--- src/rtl/blink_rate_ctrl.sv ---
// blink_rate_ctrl: button conditioning, 4-step rate FSM and tick prescaler
// feeding the LED blink stage.
`timescale 1ns/1ps
module blink_rate_ctrl #(
   parameter int BASE_DIV        = 4,
   parameter int DEBOUNCE_CYCLES = 4,
   parameter int CNT_W           = 24
) (
   input  logic       clk,
   input  logic       reset,
   input  logic       btn,
   input  logic       en,
   output logic       tick,
   output logic [1:0] rate_sel,
   output logic       press_pulse
);

   localparam int DB_W =
      (DEBOUNCE_CYCLES > 1) ? $clog2(DEBOUNCE_CYCLES) : 1;
   localparam logic [DB_W-1:0] DB_LAST = DB_W'(DEBOUNCE_CYCLES - 1);

   if (BASE_DIV < 2) begin : g_bad_base
      $error("BASE_DIV must be >= 2");
   end
   if (DEBOUNCE_CYCLES < 1) begin : g_bad_db
      $error("DEBOUNCE_CYCLES must be >= 1");
   end
   if ((CNT_W < 63) &&
       ((longint'(1) << CNT_W) <= longint'(8 * BASE_DIV - 1))) begin : g_bad_w
      $error("CNT_W too narrow for BASE_DIV << 3");
   end

   typedef enum logic [1:0] {
      RATE0 = 2'd0,
      RATE1 = 2'd1,
      RATE2 = 2'd2,
      RATE3 = 2'd3
   } rate_t;

   rate_t            state;
   rate_t            state_nxt;
   logic             sync1;
   logic             btn_s;
   logic             btn_db;
   logic             btn_db_d;
   logic [DB_W-1:0]  db_cnt;
   logic [CNT_W-1:0] cnt;
   logic [CNT_W-1:0] div;
   logic [CNT_W-1:0] div_last;

   assign rate_sel = state;
   assign div      = CNT_W'(BASE_DIV) << rate_sel;
   assign div_last = div - CNT_W'(1);

   // two-flop synchronizer for the raw button
   always_ff @(posedge clk or posedge reset) begin
      if (reset) begin
         sync1 <= 1'b0;
         btn_s <= 1'b0;
      end else begin
         sync1 <= btn;
         btn_s <= sync1;
      end
   end

   // debounce: accept a level once it differs for DEBOUNCE_CYCLES samples
   always_ff @(posedge clk or posedge reset) begin
      if (reset) begin
         btn_db      <= 1'b0;
         btn_db_d    <= 1'b0;
         db_cnt      <= '0;
         press_pulse <= 1'b0;
      end else begin
         btn_db_d    <= btn_db;
         press_pulse <= btn_db & ~btn_db_d;
         if (btn_s != btn_db) begin
            if (db_cnt == DB_LAST) begin
               btn_db <= btn_s;
               db_cnt <= '0;
            end else begin
               db_cnt <= db_cnt + DB_W'(1);
            end
         end else begin
            db_cnt <= '0;
         end
      end
   end

   // rate state register
   always_ff @(posedge clk or posedge reset) begin
      if (reset) begin
         state <= RATE0;
      end else begin
         state <= state_nxt;
      end
   end

   // each accepted press steps to the next rate, wrapping after RATE3
   always_comb begin
      state_nxt = state;
      if (press_pulse) begin
         unique case (state)
            RATE0: state_nxt = RATE1;
            RATE1: state_nxt = RATE2;
            RATE2: state_nxt = RATE3;
            RATE3: state_nxt = RATE0;
         endcase
      end
   end

   // prescaler: a rate change restarts the count and drops any tick
   always_ff @(posedge clk or posedge reset) begin
      if (reset) begin
         cnt  <= '0;
         tick <= 1'b0;
      end else if (press_pulse) begin
         cnt  <= '0;
         tick <= 1'b0;
      end else if (en) begin
         if (cnt == div_last) begin
            cnt  <= '0;
            tick <= 1'b1;
         end else begin
            cnt  <= cnt + CNT_W'(1);
            tick <= 1'b0;
         end
      end else begin
         tick <= 1'b0;
      end
   end

endmodule

--- config.mk ---
export PLATFORM = sky130hd
export DESIGN_NAME = blink_rate_ctrl
export DESIGN_NICKNAME = d
export VERILOG_FILES = /design/src/rtl/blink_rate_ctrl.sv
export SDC_FILE = /design/constraint.sdc
export NUM_CORES = 1
export LEC_CHECK = 0
export BUFFER_PORTS_ARGS = -buffer_cell sky130_fd_sc_hd__buf_2
export CAP_MARGIN = 20
export CORE_ASPECT_RATIO = 0.6
export CORE_MARGIN = 3
export CORE_UTILIZATION = 54
export CTS_CLUSTER_SIZE = 20
export DETAILED_ROUTE_END_ITERATION = 10
export PLACE_DENSITY = 0.72
export SKIP_CTS_REPAIR_TIMING = 1
export SLEW_MARGIN = 20
export SYNTH_ARGS = -nofsm -noshare
export SYNTH_HDL_FRONTEND = slang
export SYNTH_SLANG_ARGS = --single-unit
--- constraint.sdc ---
create_clock -name clk -period 1.7 [get_ports clk]
set_input_delay 0.51 -clock clk [delete_from_list [all_inputs] [get_ports clk]]
set_output_delay 0.51 -clock clk [all_outputs]
set_load 0.05 [all_outputs]
==> flow_metrics.env <==
export IMPL_first_global_vias=1262
export IMPL_synth_avg_cell_area_um2=10.3
export IMPL_violations="negative setup slack"
export IMPL_final_fill_count=210
export IMPL_crit_fanout=5
export IMPL_clock_skew_ns=0.00730
export IMPL_die_width_um=79.7
export IMPL_min_period_over_period=1.04
export IMPL_drt_total_wl_mm=3.78
export IMPL_timing_reg2reg_worst_path_depth=5
export IMPL_static_leakage_power_nw=0.961
export IMPL_grt_overflow=0
export IMPL_synthDominantCellAreaShare=0.484
export IMPL_worst_pin_slew_ns=0.641
export IMPL_critPathRequiredTime_ns=1.87
export IMPL_instances_no_fill=235
export IMPL_dr_vias_cell=5.75
export IMPL_netlist_top_cells_count="sky130_fd_sc_hd__dfrtp_1 (34), sky130_fd_sc_hd__nor2_1 (22), sky130_fd_sc_hd__xor2_1 (15), sky130_fd_sc_hd__nand3_1 (11), sky130_fd_sc_hd__nand2_1 (8)"
export IMPL_cell_internal_pwr_mw=1.81
export IMPL_powerDensity_nw_per_um2=1420
export IMPL_clkLatencyLatePin_ns=0.29
export IMPL_critical_path_startpoint_category="register"
export IMPL_timing_max_slew_rel_slack=0.570
export IMPL_worst_hold_path_type="in2async"
export IMPL_post_place_cells=225
export IMPL_clock_power_share=0.205
export IMPL_top_ff_cell_synth="sky130_fd_sc_hd__dfrtp_1"
export IMPL_area_growth_synth_to_final_pct=21.5
export IMPL_htree_num_levels=2
export IMPL_boundaryPins=8
export IMPL_rr_startpoint="cnt[9]"
export IMPL_cp_arrival_ns=1.93
export IMPL_num_rows=15
export IMPL_detail_route_first_pass_iterations=4
export IMPL_grt_first_pass_wirelength_mm=6.03
export IMPL_antenna_diode_count=0
export IMPL_netlist_area_um2=1760
export IMPL_synth_area_top_cells="sky130_fd_sc_hd__dfrtp_1 (48%), sky130_fd_sc_hd__xor2_1 (7.5%), sky130_fd_sc_hd__ha_1 (5.0%), sky130_fd_sc_hd__nor2_1 (4.7%), sky130_fd_sc_hd__nand3_1 (3.1%)"
export IMPL_synth_yosys_warnings=0
export IMPL_ir_drop_mv=0.833
export IMPL_die_height_um=50.2
export IMPL_cts_sink_count=34
export IMPL_antenna_found_initial=0
export IMPL_final_max_slew_violation_count=0
export IMPL_multi_input_area_um2=991
export IMPL_worstReg2RegEnd="cnt[5]"
export IMPL_gr_usage_all_layers=0.201
export IMPL_maximum_number_of_pins_on_one_net_before_global_route_repair=35
export IMPL_comb_power_share=0.414
export IMPL_sum_of_net_half_perimeters_after_detailed_placement_mm=2.45
export IMPL_post_synth_num_cell_types=33
export IMPL_detail_route_drc_violations=0
export IMPL_port_buffers=7
export IMPL_rsz_0062_raised_after_global_routing="true"
export IMPL_outcome="finished, violations left"
export IMPL_post_dr_wirelength_cell_um=16.1
export IMPL_postSynthNetCount=182
export IMPL_synth_seq_area_share=0.484
export IMPL_power_share_switching=0.400
export IMPL_drt_initial_drc_count=87
export IMPL_antenna_violating_nets_post_route=0
export IMPL_clock_tree_from_tritoncts="built"
export IMPL_fraction_of_power_consumed_by_sequential_logic=0.381
export IMPL_setup_reg_to_reg_worst_slack_ns=-0.06
export IMPL_root_buffer="sky130_fd_sc_hd__clkbuf_8"
export IMPL_max_cap_violations=0
export IMPL_number_of_synthesized_flops_with_an_enable_pin=0
export IMPL_critPathCaptureType="register"
export IMPL_nets_final=203
export IMPL_initial_utilization=0.589
export IMPL_timing_final_hold_violations=0
export IMPL_ffs_w_async_s_r_synth=1.00
export IMPL_ctsLongestPathBuffers=2
export IMPL_netlist_instances=171
export IMPL_finalSetupViolations=7
export IMPL_maxClockFrequency_mhz=568
export IMPL_cts_reportedPaths_clkPinSlew_ns=0.07
export IMPL_power_switching_mw=1.21
export IMPL_finalWorstPathRequiredPeriod_ns=1.76
export IMPL_fp_coreArea_um2=2980
export IMPL_drive_gt1_frac=0.280
export IMPL_gp_congestion=0.803
export IMPL_layout_setup_ws_ns=-0.0607
export IMPL_detailroute_via_count=1351
export IMPL_cts_inserted_buffers=5
export IMPL_die_area_um2=4000
export IMPL_timing_setup_critical_path_class="reg2reg"
export IMPL_synth_seq_cells=34
export IMPL_yosys_area_top_type="sky130_fd_sc_hd__dfrtp_1"
export IMPL_seq_area_um2=853
export IMPL_synthMostInstantiatedCell="sky130_fd_sc_hd__dfrtp_1"
export IMPL_preCtsSetupSlack_ns=-0.0539
per-layer routing:
metal  up-vias  routed length [µm]  share of wire  track usage
met1       662                1860           0.49        0.294
met2        37                1680           0.44        0.277
met3         9                 182          0.048       0.0681
met4         0                  55          0.015       0.0629
li1        643                   -              -            -
met5         -                   0              0            0
stage by stage:
step                utilization  hold WS, ns  instance area, µm²  setup TNS, ns  power, mW
global route              0.716        0.315                2140          -1.44       3.21
finish                    0.716        0.293                2140         -0.320       3.03
detailed placement        0.645        0.336                1930         -0.220       2.13
floorplan                     -        0.331                1780         -0.439       1.85
CTS                       0.677        0.312                2020         -0.308       2.77
global placement          0.645        0.337                1930              0       2.08
cells in the final DEF, fill, tap and decap left out, types with 3 or more instances in the layout:
| master | instances |
|---|---|
| sky130_fd_sc_hd__nand2_1 | 8 |
| sky130_fd_sc_hd__buf_2 | 7 |
| sky130_fd_sc_hd__nand2b_1 | 6 |
| sky130_fd_sc_hd__a21oi_1 | 4 |
| sky130_fd_sc_hd__nor2_1 | 21 |
| sky130_fd_sc_hd__nor4_1 | 3 |
| sky130_fd_sc_hd__nand3_1 | 11 |
| sky130_fd_sc_hd__nand4_1 | 4 |
| sky130_fd_sc_hd__xnor2_1 | 4 |
| sky130_fd_sc_hd__xor2_1 | 14 |
| sky130_fd_sc_hd__and3_1 | 4 |
| sky130_fd_sc_hd__ha_1 | 5 |
| sky130_fd_sc_hd__dfrtp_1 | 32 |
| sky130_fd_sc_hd__nor2b_1 | 5 |
| sky130_fd_sc_hd__buf_4 | 13 |
| sky130_fd_sc_hd__clkbuf_8 | 6 |
| sky130_fd_sc_hd__o21ai_0 | 5 |
cells by family after synthesis:
family | Yosys count | synth area share
AND/OR/NAND/NOR | 81 | 0.260
flip-flops | 34 | 0.484
XOR/XNOR | 20 | 0.0996
AO/OA/AOI/OAI | 16 | 0.0641
buffers and inverters | 10 | 0.0249
adder cells (fa/ha/maj) | 7 | 0.0498
multiplexers | 3 | 0.0178
worst max-delay path by stage:
stage | to | from | depth (start not counted) | slack [ns]
after floorplan | cnt[4] | rate_sel[1] | 7 | -0.07
after global placement | cnt[5] | rate_sel[0] | 6 | 0.01
after detailed placement | cnt[1] | rate_sel[0] | 6 | -0.05
after CTS | cnt[1] | rate_sel[0] | 6 | -0.07
after global routing | cnt[4] | cnt[9] | 5 | -0.15
final | cnt[5] | cnt[9] | 5 | -0.06
power by group through the flow:
stage / combinational, mW / sequential, mW / clock [mW]
2_1_floorplan: 0.637 / 1.21 / 0
4_1_cts: 1.00 / 1.13 / 0.630
6_report: 1.25 / 1.15 / 0.619
3_5_place_dp: 0.987 / 1.15 / 0
5_1_grt: 1.35 / 1.19 / 0.682
3_3_place_gp: 0.953 / 1.13 / 0
critical path, stage by stage, from the launching register on:
cell,delay (ns)
sky130_fd_sc_hd__dfrtp_1,0.40
sky130_fd_sc_hd__buf_4,0.16
sky130_fd_sc_hd__nor3_1,0.54
sky130_fd_sc_hd__o2111ai_4,0.29
sky130_fd_sc_hd__a21oi_1,0.19
sky130_fd_sc_hd__nor2_1,0.05
final cells by class:
cell class | instances | share of cell area
Clock buffer | 6 | 0.0387
Inverter | 3 | 0.00527
Tap cell | 42 | 0.0246
Timing Repair Buffer | 20 | 0.0621
Multi-Input combinational cell | 128 | 0.464
Clock inverter | 2 | 0.00586
Sequential cell | 34 | 0.400
flip-flops by register name, indices dropped and copies added, names as in the netlist:
signal	flops
btn_db_d	1
btn_s	1
cnt	24
rate_sel	2
tick	1
db_cnt	2
sync1	1
btn_db	1
press_pulse	1
No activity file was read; power rests on OpenSTA's default activity.
